===== src/rtl/adder_pkg.sv =====
// Shared types and defaults for the adder responder: operand/sum widths and counter width.
package adder_pkg;

  localparam int ADDER_W   = 4;
  localparam int CNT_W_DEF = 16;

  typedef logic [ADDER_W-1:0] opnd_t;
  typedef logic [ADDER_W:0]   sum_t;

endpackage


===== src/rtl/adder_rsp_unit_if.sv =====
// Driver/monitor handshake bundle: operand pairs in over valid/ready, sums out over valid/ready.
interface adder_rsp_unit_if
  import adder_pkg::*;
#(
  parameter int WIDTH = ADDER_W
) ();

  logic             in_valid;
  logic             in_ready;
  logic [WIDTH-1:0] a;
  logic [WIDTH-1:0] b;
  logic             out_valid;
  logic             out_ready;
  logic [WIDTH:0]   s;

  modport master (
    output in_valid, a, b, out_ready,
    input  in_ready, out_valid, s
  );

  modport slave (
    input  in_valid, a, b, out_ready,
    output in_ready, out_valid, s
  );

endinterface


===== src/rtl/adder_rsp_fifo.sv =====
// Synchronous FIFO, DEPTH x W, 1-cycle write-to-read latency, registered count.
// Push while full and pop while empty are ignored; no bypass in either direction.
module adder_rsp_fifo #(
  parameter  int W     = 5,
  parameter  int DEPTH = 4,
  localparam int PW    = $clog2(DEPTH),
  localparam int CW    = PW + 1
) (
  input  logic          clk,
  input  logic          rst,
  input  logic          push,
  input  logic [W-1:0]  push_dat,
  input  logic          pop,
  output logic [W-1:0]  pop_dat,
  output logic          full,
  output logic          empty,
  output logic [CW-1:0] count
);

  localparam logic [CW-1:0] FULL_CNT = CW'(DEPTH);

  logic [W-1:0]  mem_q [DEPTH];
  logic [PW-1:0] wr_ptr_q, wr_ptr_d;
  logic [PW-1:0] rd_ptr_q, rd_ptr_d;
  logic [CW-1:0] count_q, count_d;
  logic          push_ok, pop_ok;

  assign full    = (count_q == FULL_CNT);
  assign empty   = (count_q == '0);
  assign count   = count_q;
  assign pop_dat = mem_q[rd_ptr_q];
  assign push_ok = push && !full;
  assign pop_ok  = pop && !empty;

  // Power-of-two depth lets the pointers wrap by plain overflow.
  always_comb begin
    wr_ptr_d = wr_ptr_q;
    rd_ptr_d = rd_ptr_q;
    count_d  = count_q;
    if (push_ok) wr_ptr_d = wr_ptr_q + PW'(1);
    if (pop_ok)  rd_ptr_d = rd_ptr_q + PW'(1);
    case ({push_ok, pop_ok})
      2'b10:   count_d = count_q + CW'(1);
      2'b01:   count_d = count_q - CW'(1);
      default: count_d = count_q;
    endcase
  end

  always_ff @(posedge clk) begin
    if (rst) begin
      wr_ptr_q <= '0;
      rd_ptr_q <= '0;
      count_q  <= '0;
    end else begin
      wr_ptr_q <= wr_ptr_d;
      rd_ptr_q <= rd_ptr_d;
      count_q  <= count_d;
    end
  end

  always_ff @(posedge clk) begin
    if (push_ok) mem_q[wr_ptr_q] <= push_dat;
  end

endmodule


===== src/rtl/adder_rsp_unit.sv =====
// Adder responder: sums a+b into a result FIFO, 1-cycle in->out latency, in_ready drops when full.
// Optional carry statistic counter enabled by ADDER_RSP_CARRY_STAT_EN.
module adder_rsp_unit
  import adder_pkg::*;
#(
  parameter int WIDTH = ADDER_W,
  parameter int DEPTH = 4,
  parameter int CNT_W = CNT_W_DEF
) (
  input  logic             clk,
  input  logic             rst,
  adder_rsp_unit_if.slave  bus,
  output logic [CNT_W-1:0] acc_cnt
`ifdef ADDER_RSP_CARRY_STAT_EN
  ,
  output logic [CNT_W-1:0] carry_cnt
`endif
);

  localparam int CW = $clog2(DEPTH) + 1;

  logic             rdy_en_q, rdy_en_d;
  logic [CNT_W-1:0] acc_cnt_q, acc_cnt_d;
  logic             push, pop;
  logic [WIDTH:0]   sum;
  logic [WIDTH:0]   head;
  logic             fifo_full, fifo_empty;
  logic [CW-1:0]    fifo_cnt;

  assign sum = {1'b0, bus.a} + {1'b0, bus.b};

  // rdy_en_q holds in_ready low through reset and for the release edge itself.
  assign bus.in_ready  = rdy_en_q && !fifo_full;
  assign bus.out_valid = (fifo_cnt != '0);
  assign bus.s         = fifo_empty ? '0 : head;

  assign push = bus.in_valid && bus.in_ready;
  assign pop  = bus.out_valid && bus.out_ready;

  adder_rsp_fifo #(
    .W     (WIDTH + 1),
    .DEPTH (DEPTH)
  ) u_fifo (
    .clk      (clk),
    .rst      (rst),
    .push     (push),
    .push_dat (sum),
    .pop      (pop),
    .pop_dat  (head),
    .full     (fifo_full),
    .empty    (fifo_empty),
    .count    (fifo_cnt)
  );

  always_comb begin
    rdy_en_d  = 1'b1;
    acc_cnt_d = acc_cnt_q;
    if (push) acc_cnt_d = acc_cnt_q + CNT_W'(1);
  end

  always_ff @(posedge clk) begin
    if (rst) begin
      rdy_en_q  <= 1'b0;
      acc_cnt_q <= '0;
    end else begin
      rdy_en_q  <= rdy_en_d;
      acc_cnt_q <= acc_cnt_d;
    end
  end

  assign acc_cnt = acc_cnt_q;

`ifdef ADDER_RSP_CARRY_STAT_EN
  logic [CNT_W-1:0] carry_cnt_q, carry_cnt_d;

  always_comb begin
    carry_cnt_d = carry_cnt_q;
    if (push && sum[WIDTH]) carry_cnt_d = carry_cnt_q + CNT_W'(1);
  end

  always_ff @(posedge clk) begin
    if (rst) carry_cnt_q <= '0;
    else     carry_cnt_q <= carry_cnt_d;
  end

  assign carry_cnt = carry_cnt_q;
`endif

endmodule


===== src/flat_wrapper.sv =====
// flat-port wrapper written by rule: the top's interface ports become plain ports
module adder_rsp_unit_flat import adder_pkg::*;
#(
  parameter int WIDTH = ADDER_W,
  parameter int DEPTH = 4,
  parameter int CNT_W = CNT_W_DEF
)
  (clk, rst, acc_cnt, bus_in_valid, bus_a, bus_b, bus_out_ready, bus_in_ready, bus_out_valid, bus_s);
  adder_rsp_unit_if #(.WIDTH(WIDTH)) bus_i ();
  input  logic clk;
  input  logic rst;
  output logic [CNT_W-1:0] acc_cnt;
  input wire logic [$bits(bus_i.in_valid)-1:0] bus_in_valid;
  input wire logic [$bits(bus_i.a)-1:0] bus_a;
  input wire logic [$bits(bus_i.b)-1:0] bus_b;
  input wire logic [$bits(bus_i.out_ready)-1:0] bus_out_ready;
  output wire logic [$bits(bus_i.in_ready)-1:0] bus_in_ready;
  output wire logic [$bits(bus_i.out_valid)-1:0] bus_out_valid;
  output wire logic [$bits(bus_i.s)-1:0] bus_s;
  assign bus_i.in_valid = bus_in_valid;
  assign bus_i.a = bus_a;
  assign bus_i.b = bus_b;
  assign bus_i.out_ready = bus_out_ready;
  assign bus_in_ready = bus_i.in_ready;
  assign bus_out_valid = bus_i.out_valid;
  assign bus_s = bus_i.s;
  adder_rsp_unit #(.WIDTH(WIDTH), .DEPTH(DEPTH), .CNT_W(CNT_W)) u_core (.clk(clk), .rst(rst), .bus(bus_i), .acc_cnt(acc_cnt));
endmodule

===== config.mk =====
export PLATFORM = sky130hd
export DESIGN_NAME = adder_rsp_unit_flat
export DESIGN_NICKNAME = d
export VERILOG_FILES = /design/src/rtl/adder_pkg.sv /design/src/rtl/adder_rsp_unit_if.sv /design/src/rtl/adder_rsp_fifo.sv /design/src/rtl/adder_rsp_unit.sv /design/src/flat_wrapper.sv
export SDC_FILE = /design/constraint.sdc
export NUM_CORES = 1
export LEC_CHECK = 0
export ABC_AREA = 1
export BUFFER_PORTS_ARGS = -buffer_cell sky130_fd_sc_hd__buf_2
export CAP_MARGIN = 15
export CORE_ASPECT_RATIO = 1.75
export CORE_MARGIN = 5
export CORE_UTILIZATION = 60
export CTS_CLUSTER_SIZE = 40
export DETAILED_ROUTE_END_ITERATION = 8
export GPL_TIMING_DRIVEN = 0
export PLACE_DENSITY_LB_ADDON = 0.05
export SLEW_MARGIN = 20
export SYNTH_ARGS = -nofsm -noshare
export SYNTH_HDL_FRONTEND = slang
export SYNTH_HIERARCHICAL = 1
export SYNTH_SLANG_ARGS = --single-unit

===== constraint.sdc =====
create_clock -name clk -period 3.6 [get_ports clk]
set_input_delay 0.18 -clock clk [delete_from_list [all_inputs] [get_ports clk]]
set_output_delay 0.18 -clock clk [all_outputs]
set_load 0.01 [all_outputs]

==> results of run 1 <==
-- worst paths after layout --
check                           cells after the start  slack (ns)                     end              startpoint
worst max-delay path                               11        1.47  u_core/u_fifo/count[1]  u_core/u_fifo/count[1]
worst min-delay path                                2        0.18      u_core/acc_cnt[11]                     rst
worst max register to register                     11        1.47  u_core/u_fifo/count[1]  u_core/u_fifo/count[1]
worst min register to register                      1        0.51       u_core/acc_cnt[4]       u_core/acc_cnt[4]
-- layout make-up --
type	count	area (um^2)	share of cell area [%]
Clock inverter	2	8.758	0.3338
Buffer	2	15.01	0.5722
Tap cell	48	60.06	2.289
Clock buffer	6	72.57	2.766
Sequential cell	46	1121	42.73
Inverter	45	168.9	6.438
Multi-Input combinational cell	178	1007	38.39
Timing Repair Buffer	34	170.2	6.485
-- routing by layer --
metal | global-route usage, % | share of wire, % | vias to the layer above
met5 | 0 | 0 | -
met4 | 8.897 | 2.7 | 0
met3 | 3.521 | 2.9 | 10
met2 | 36.83 | 59 | 37
met1 | 16.14 | 36 | 848
li1 | - | - | 956
-- layout by cell type, fill, tap and decap left out, drive strengths merged --
cell type / count
nor2: 50
inv: 45
nand2: 44
buf: 36
dfxtp: 26
edfxtp: 20
o21ai: 19
a21oi: 18
nand3: 13
ha: 10
clkbuf: 6
o22ai: 5
nand4: 4
xor2: 3
nor3: 2
a31oi: 2
fa: 2
clkinv: 2
xnor2: 1
or3: 1
and2: 1
nor3b: 1
o21a: 1
nand3b: 1
-- worst register-to-register path: cells and delay by family (launching register included) --
family	cells	cell delay [ns]
fa+ha+maj	2	0.65
simple gates	4	0.58
flops	1	0.37
buf+inv	4	0.30
compound gates	1	0.16
-- metrics by stage --
stage | instances | power, W
floorplan | 271 | 0.0007208
global placement | 353 | 0.0007748
detailed placement | 353 | 0.0007781
CTS | 361 | 0.001070
global route | 361 | 0.001119
finish | 361 | 0.001057
-- state kept, by name, summed over array words and instances (netlist names), named ones only --
register,cells
u_core/u_fifo/mem_q,20
u_core/rdy_en_q,1
u_core/acc_cnt,16
u_core/u_fifo/rd_ptr_q,2
u_core/u_fifo/wr_ptr_q,2
u_core/u_fifo/count,3
-- Yosys cell counts --
library cell	number	area, um^2
sky130_fd_sc_hd__a21oi_1	18	90.09
sky130_fd_sc_hd__a31oi_1	2	12.51
sky130_fd_sc_hd__and2_1	1	6.260
sky130_fd_sc_hd__buf_4	2	15.01
sky130_fd_sc_hd__dfxtp_1	26	520.5
sky130_fd_sc_hd__edfxtp_1	20	600.6
sky130_fd_sc_hd__fa_1	2	40.04
sky130_fd_sc_hd__ha_1	10	125.1
sky130_fd_sc_hd__inv_1	40	150.1
sky130_fd_sc_hd__inv_2	5	18.77
sky130_fd_sc_hd__nand2_1	39	146.4
sky130_fd_sc_hd__nand2_2	4	25.02
sky130_fd_sc_hd__nand2_4	1	11.26
sky130_fd_sc_hd__nand3_1	8	40.04
sky130_fd_sc_hd__nand3_2	4	40.04
sky130_fd_sc_hd__nand3_4	1	17.52
sky130_fd_sc_hd__nand3b_1	1	7.510
sky130_fd_sc_hd__nand4_1	4	25.02
sky130_fd_sc_hd__nor2_1	44	165.2
sky130_fd_sc_hd__nor2_2	1	6.260
sky130_fd_sc_hd__nor2_4	5	56.30
sky130_fd_sc_hd__nor3_1	2	10.01
sky130_fd_sc_hd__nor3b_1	1	7.510
sky130_fd_sc_hd__o21a_1	1	7.510
sky130_fd_sc_hd__o21ai_0	17	85.08
sky130_fd_sc_hd__o21ai_1	2	10.01
sky130_fd_sc_hd__o22ai_1	5	31.28
sky130_fd_sc_hd__or3_1	1	6.260
sky130_fd_sc_hd__xnor2_1	1	8.760
sky130_fd_sc_hd__xor2_1	3	26.28
-- cell families after synthesis --
| kind of cell | Yosys count | synth area share [%] |
|---|---|---|
| simple gates | 117 | 24.68 |
| compound gates | 45 | 10.23 |
| flops | 46 | 48.49 |
| buf+inv | 47 | 7.954 |
| xor+xnor | 4 | 1.515 |
| fa+ha+maj | 12 | 7.143 |
-- report_power, final --
part           total (W)  internal, W  switching [W]
combinational   0.000179    0.0000657       0.000114
clock           0.000293     0.000134       0.000159
sequential      0.000585     0.000572      0.0000126
total            0.00106     0.000771       0.000286
==> run metrics, run 1 <==
count of buffers from port buffering 34; wire length after detailed routing 4464 um; critical path peak fanout 9; cell area after synthesis 2312 um^2; clock transition at the register clock pins on the worst setup and hold paths after CTS 0.08 ns; buffers plus inverters on the worst setup path 4; Tmin final 2.130 ns; count of pins over their slew limit 0; total core area 3791 um^2; maximum single-stage delay on the critical path 0.41 ns; initial antenna violation count 0; chip width 56.93 um; Pwr per Cell Area 402.9 nW/um^2; Warnings, synthesis 6; aggregate global routing overflow 0; data arrival time at the worst-slack endpoint 2.35 ns; DRC marker count from the first detailed-route iteration 58; final cycle utilization of the critical path 59.16%; ordered list of cells on the worst path inv_2, nand3_2, inv_1, inv_2, nand2_1, nor2_4, nand2_1, ha_1, inv_1, fa_1, a21oi_1; type of the most critical hold path input port to flip-flop; Final nets 336; instance area after placement 2542 um^2; Total Die Area 5244 um^2; highest clock rate 469.6 MHz; cells after synthesis 271; max-capacitance violation count 0; global router's overall resource usage 18.30%; unique cell type count in the Yosys netlist 30; Setup Viol. Count Final 0; Max Clock Skew 0.007635 ns; clock sinks 46; fill cell count 336; Worst Setup End Kind flip-flop; global placement routability congestion 0.7933; residual DRC count 0; Routed Antenna Nets 0; first-pass iteration count of the detailed router 4; minimum setup slack after placement 1.463 ns; Final Hold Violating Endpoints 0; post-CTS resize count 0; Sum Neg Setup Slack 0 ns; first-pass GRT wire length 7617 um; status complete, no violations; crit path max-delay cell type sky130_fd_sc_hd__fa_1; type of the worst setup path flip-flop to flip-flop; worst IR drop on VDD 0.2902 mV; CP top delay family adder cells; hold buffers post-CTS 0; via count of the first global-routing pass 1864; diodes inserted 0; setup repair after global routing missed its margin false; largest buffer count on any clock path 2; final standard cell area without fillers 2624 um^2; number of register bits inferred by synthesis 46; headroom to the max-slew limit 67.32%; Post-CTS Repair Setup Buffers 0; placed wire-length estimate after detailed placement 3550 um; worst hold slack across all endpoints 0.1788 ns; number of rows in the core area 30; actual slew at the worst max-slew pin 0.4885 ns; data required time of the worst path 3.82 ns; Avg Cell Area, Syn 8.532 um^2; clock tree root driver cell sky130_fd_sc_hd__clkbuf_8; initial core utilization 60.99%; detailed-route vias per instance 5.127; post-synthesis to final-layout area growth 13.47%; Max H-tree Level 2; number of clock buffers inserted by TritonCTS 5; vias post-DR 1851; Post-Syn Nets 295; TritonCTS clock tree built; startpoint type of the worst setup path flip-flop; maximum number of pins on one net before global-route repair 14; worst path setup slack after routing 1.470 ns; clock network latency to the later pin of the worst-skew pair 0.29 ns; Top Ports 35; static power due to leakage 1.169 nW; fraction of layout instances using a drive strength above 1 20.13%; mean routed wirelength per cell 12.37 um; die height 92.12 um; sequential area share after synthesis 48.48%; final core utilization 69.21%
Note: power is estimated with default switching activity, not from simulation.
==> run 2: changes to the inputs <==
--- a/config.mk
+++ b/config.mk
@@ -5,12 +5,12 @@
 export SDC_FILE = /design/constraint.sdc
 export NUM_CORES = 1
 export LEC_CHECK = 0
-export ABC_AREA = 1
+export ABC_AREA = 0
 export BUFFER_PORTS_ARGS = -buffer_cell sky130_fd_sc_hd__buf_2
 export CAP_MARGIN = 15
 export CORE_ASPECT_RATIO = 1.75
 export CORE_MARGIN = 5
-export CORE_UTILIZATION = 60
+export CORE_UTILIZATION = 50
 export CTS_CLUSTER_SIZE = 40
 export DETAILED_ROUTE_END_ITERATION = 8
 export GPL_TIMING_DRIVEN = 0
==> constraint.sdc (replaced) <==
create_clock -name clk -period 1.82 [get_ports clk]
set_input_delay 0.091 -clock clk [delete_from_list [all_inputs] [get_ports clk]]
set_output_delay 0.091 -clock clk [all_outputs]
set_load 0.01 [all_outputs]
==> run 2 against run 1 <==
Net effect: the flow now finishes with violations (negative setup slack); register-to-register slack lost 1.9 ns; count of clock-buffer cells in the layout increased by 1; final cell count decreased by 17%; core utilization fell by 1.8 points; worst hold slack worse by 0.15 ns; power up 100%; sequential power increased by 93%; routed wire length rose by 0.94%; clock power is 150% higher; combinational power rose by 63%; largest power group unchanged.
==> run metrics, run 2 <==
status complete, but fails checks; violations in the final reports negative setup slack; Final Hold Violating Endpoints 0 (unchanged); clock network latency to the later pin of the worst-skew pair 0.29 ns (about the same); cell area after synthesis 2161 um^2 (-6.5%); share of synthesized area spent on multiplexers 5.732% (+5.7 points); headroom to the max-slew limit 70.16% (+2.8 points); aggregate global routing overflow 0 (unchanged); initial antenna violation count 0 (unchanged); most frequently used cell type in the post-synthesis netlist sky130_fd_sc_hd__dfxtp_1; largest area contributor in the synthesized netlist sky130_fd_sc_hd__edfxtp_1; highest clock rate 453.8 MHz (-3.4%); synthesized-area fraction occupied by ao, oa, aoi and oai cells 4.690% (-5.5 points); clock tree root driver cell sky130_fd_sc_hd__clkbuf_8; DP Cell Count 273 (-23%); hold path startpoint rst; fill cell count 331 (-1.5%); Max Clock Skew 0.008682 ns (+0.001047 ns); xor-xnor portion of the synthesized cell area 6.891% (+5.4 points); worst hold slack across all endpoints 0.02542 ns (-0.1534 ns); type of the worst setup path flip-flop to flip-flop; Primary FF master, synth sky130_fd_sc_hd__dfxtp_1; count of pins over their slew limit 0 (unchanged); Worst Setup End Kind flip-flop; proportion of netlist area held by the largest area contributor 27.79% (+1.8 points); via count of the first global-routing pass 1715 (-8.0%); critical path peak fanout 2 (-7); share of flip-flops with an asynchronous set or reset after synthesis 0% (unchanged); Avg Cell Area, Syn 11.31 um^2 (+33%); most instantiated cells after synthesis sky130_fd_sc_hd__dfxtp_1, sky130_fd_sc_hd__nor2_1, sky130_fd_sc_hd__edfxtp_1; actual slew at the worst max-slew pin 0.4476 ns (-0.04087 ns); Tmin final 2.204 ns (+0.07403 ns); post-synthesis to final-layout area growth 29.47%; Synth Area in Simple Gates 19.05% (-5.6 points); total core area 4150 um^2 (+9.5%); Post-Syn Nets 215 (-27%); first-pass iteration count of the detailed router 5 (+1); flip-flop count of the largest register after layout 20 (unchanged); maximum number of pins on one net before global-route repair 14 (unchanged); sequential area share after synthesis 51.88% (+3.4 points); cells after synthesis 191 (-30%); global placement routability congestion 0.7427 (-6.4%); Top Ports 35 (unchanged); dominant combinational cell family by area after synthesis simple AND/OR/NAND/NOR gates; number of clock buffers inserted by TritonCTS 5 (unchanged); clock transition at the register clock pins on the worst setup and hold paths after CTS 0.08 ns (about the same); leading cell types in the layout, fill and taps excluded sky130_fd_sc_hd__buf_2, sky130_fd_sc_hd__dfxtp_1, sky130_fd_sc_hd__nor2_1, sky130_fd_sc_hd__edfxtp_1, sky130_fd_sc_hd__buf_4; most common cell after layout, fill and taps aside sky130_fd_sc_hd__buf_2; worst hold path cell count 2 (unchanged); unique cell type count in the Yosys netlist 38 (+27%); Worst Hold Path EP u_core/acc_cnt[14]; max-capacitance violation count 0 (unchanged); initial core utilization 52.07% (-8.9 points); fraction of layout instances using a drive strength above 1 39.29% (+19 points); adder and majority gate portion of the synthesized area 7.643% (+0.50 points); mean routed wirelength per cell 14.97 um (+21%); Crit Reg-Reg Endpoint u_core/u_fifo/count[2]; Total Die Area 5788 um^2 (+10%); global router's overall resource usage 16.73% (-1.6 points); diodes inserted 0 (unchanged); Max H-tree Level 2 (unchanged); count of buffers from port buffering 33 (-2.9%); Register-to-Register Setup Slack -0.38 ns (-1.85 ns); final cycle utilization of the critical path 121.1% (+62 points); static power due to leakage 1.123 nW (-4.0%); type of the most critical hold path input port to flip-flop; ranking of synthesized cells by area sky130_fd_sc_hd__edfxtp_1, sky130_fd_sc_hd__dfxtp_1, sky130_fd_sc_hd__ha_1; detailed-route vias per instance 5.203 (+1.5%); final core utilization 67.41% (-1.8 points); worst path setup slack after routing -0.3837 ns (-1.854 ns); first-pass GRT wire length 7452 um (-2.2%); number of rows in the core area 31 (+3.3%); Warnings, synthesis 6 (unchanged); wire length after detailed routing 4506 um (+0.94%); Reg with most FFs u_core/u_fifo/mem_q; largest buffer count on any clock path 2 (unchanged); number of register bits inferred by synthesis 46 (unchanged); residual DRC count 0 (unchanged); Finished Layout Cells 301 (-17%); DRC marker count from the first detailed-route iteration 42 (-28%); clock sinks 46 (unchanged); Final nets 275 (-18%); startpoint of the lowest-slack register-to-register path u_core/u_fifo/count[0]; TritonCTS clock tree built; data arrival time at the worst-slack endpoint 2.42 ns (+0.07 ns); Routed Antenna Nets 0 (unchanged); worst reg-to-reg path cell count 13 (+2); worst IR drop on VDD 0.5664 mV (+95%); setup repair after global routing missed its margin true; Setup Viol. Count Final 4 (+4); placed wire-length estimate after detailed placement 3339 um (-5.9%); data required time of the worst path 2.04 ns (-1.78 ns); chip width 59.70 um (+4.9%); die height 96.97 um (+5.3%); Pwr per Cell Area 769.1 nW/um^2 (+91%); Post-synth EDFFs 20 (unchanged); startpoint type of the worst setup path flip-flop; vias post-DR 1566 (-15%)
-- run 2: metal layers --
layer	share of wire (%)	vias up	GRT usage [%]
met1	34	752	15.52
li1	-	775	-
met3	3.9	8	3.728
met2	60	31	31.92
met5	0	-	0
met4	2.1	0	7.509
-- run 2: how the worst max path moves through the flow --
stage | startpoint | to | slack [ns] | depth (start not counted)
after floorplan | u_core/u_fifo/count[0] | u_core/u_fifo/count[2] | -0.48 | 13
after global placement | u_core/u_fifo/count[0] | u_core/u_fifo/count[2] | -0.66 | 13
after detailed placement | u_core/u_fifo/count[2] | u_core/u_fifo/count[2] | -0.72 | 13
after CTS | u_core/u_fifo/count[1] | u_core/u_fifo/count[2] | -0.45 | 13
after global routing | u_core/u_fifo/count[0] | u_core/u_fifo/count[2] | -0.49 | 13
final | u_core/u_fifo/count[0] | u_core/u_fifo/count[2] | -0.38 | 13
-- run 2: layout make-up --
class | instances | area, um^2 | area share [%]
Tap cell | 49 | 61.31 | 2.191
Sequential cell | 46 | 1135 | 40.56
Multi-Input combinational cell | 123 | 1047 | 37.43
Timing Repair Buffer | 53 | 334.1 | 11.94
Inverter | 17 | 76.32 | 2.728
Buffer | 5 | 37.54 | 1.342
Clock inverter | 1 | 30.03 | 1.073
Clock buffer | 7 | 76.32 | 2.728
-- run 2: timing repair --
action,CTS,global route
buffers inserted,12,8
gates resized for setup,18,16
endpoints found under the setup margin,25,6
hold buffers,0,0
pin swaps,11,11
-- run 2: report_power, final --
| group | internal [W] | switching, W |
|---|---|---|
| registers | 0.00112 | 0.0000179 |
| logic | 0.000142 | 0.000149 |
| clock network | 0.000411 | 0.000317 |
| total | 0.00167 | 0.000483 |
-- run 2: per-stage QoR --
| step | worst slack (ns) | setup TNS (ns) | cell area (um^2) | power (W) |
|---|---|---|---|---|
| finish | -0.3837 | -0.7378 | 2798 | 0.002152 |
| global route | -0.4911 | -1.269 | 2798 | 0.002249 |
| CTS | -0.4535 | -0.6948 | 2669 | 0.002145 |
| detailed placement | -0.7226 | -1.728 | 2414 | 0.001387 |
| global placement | -0.6554 | -1.280 | 2414 | 0.001372 |
| floorplan | -0.4787 | -0.8209 | 2187 | 0.001310 |
-- run 2: critical path, stage by stage (launching register included) --
cell                       delay [ns]
sky130_fd_sc_hd__dfxtp_4         0.36
sky130_fd_sc_hd__nor3b_4         0.20
sky130_fd_sc_hd__nand3b_4        0.17
sky130_fd_sc_hd__buf_8           0.12
sky130_fd_sc_hd__inv_8           0.03
sky130_fd_sc_hd__inv_6           0.05
sky130_fd_sc_hd__nor2_4          0.03
sky130_fd_sc_hd__inv_2           0.06
sky130_fd_sc_hd__ha_4            0.13
sky130_fd_sc_hd__inv_2           0.03
sky130_fd_sc_hd__fa_2            0.32
sky130_fd_sc_hd__xor2_1          0.15
sky130_fd_sc_hd__or3_1           0.33
sky130_fd_sc_hd__a21oi_2         0.14
-- run 2: cells by family after synthesis --
group           after synthesis
simple gates                 70
fa+ha+maj                    12
flops                        46
buf+inv                      22
mux                           6
xor+xnor                     17
compound gates               18
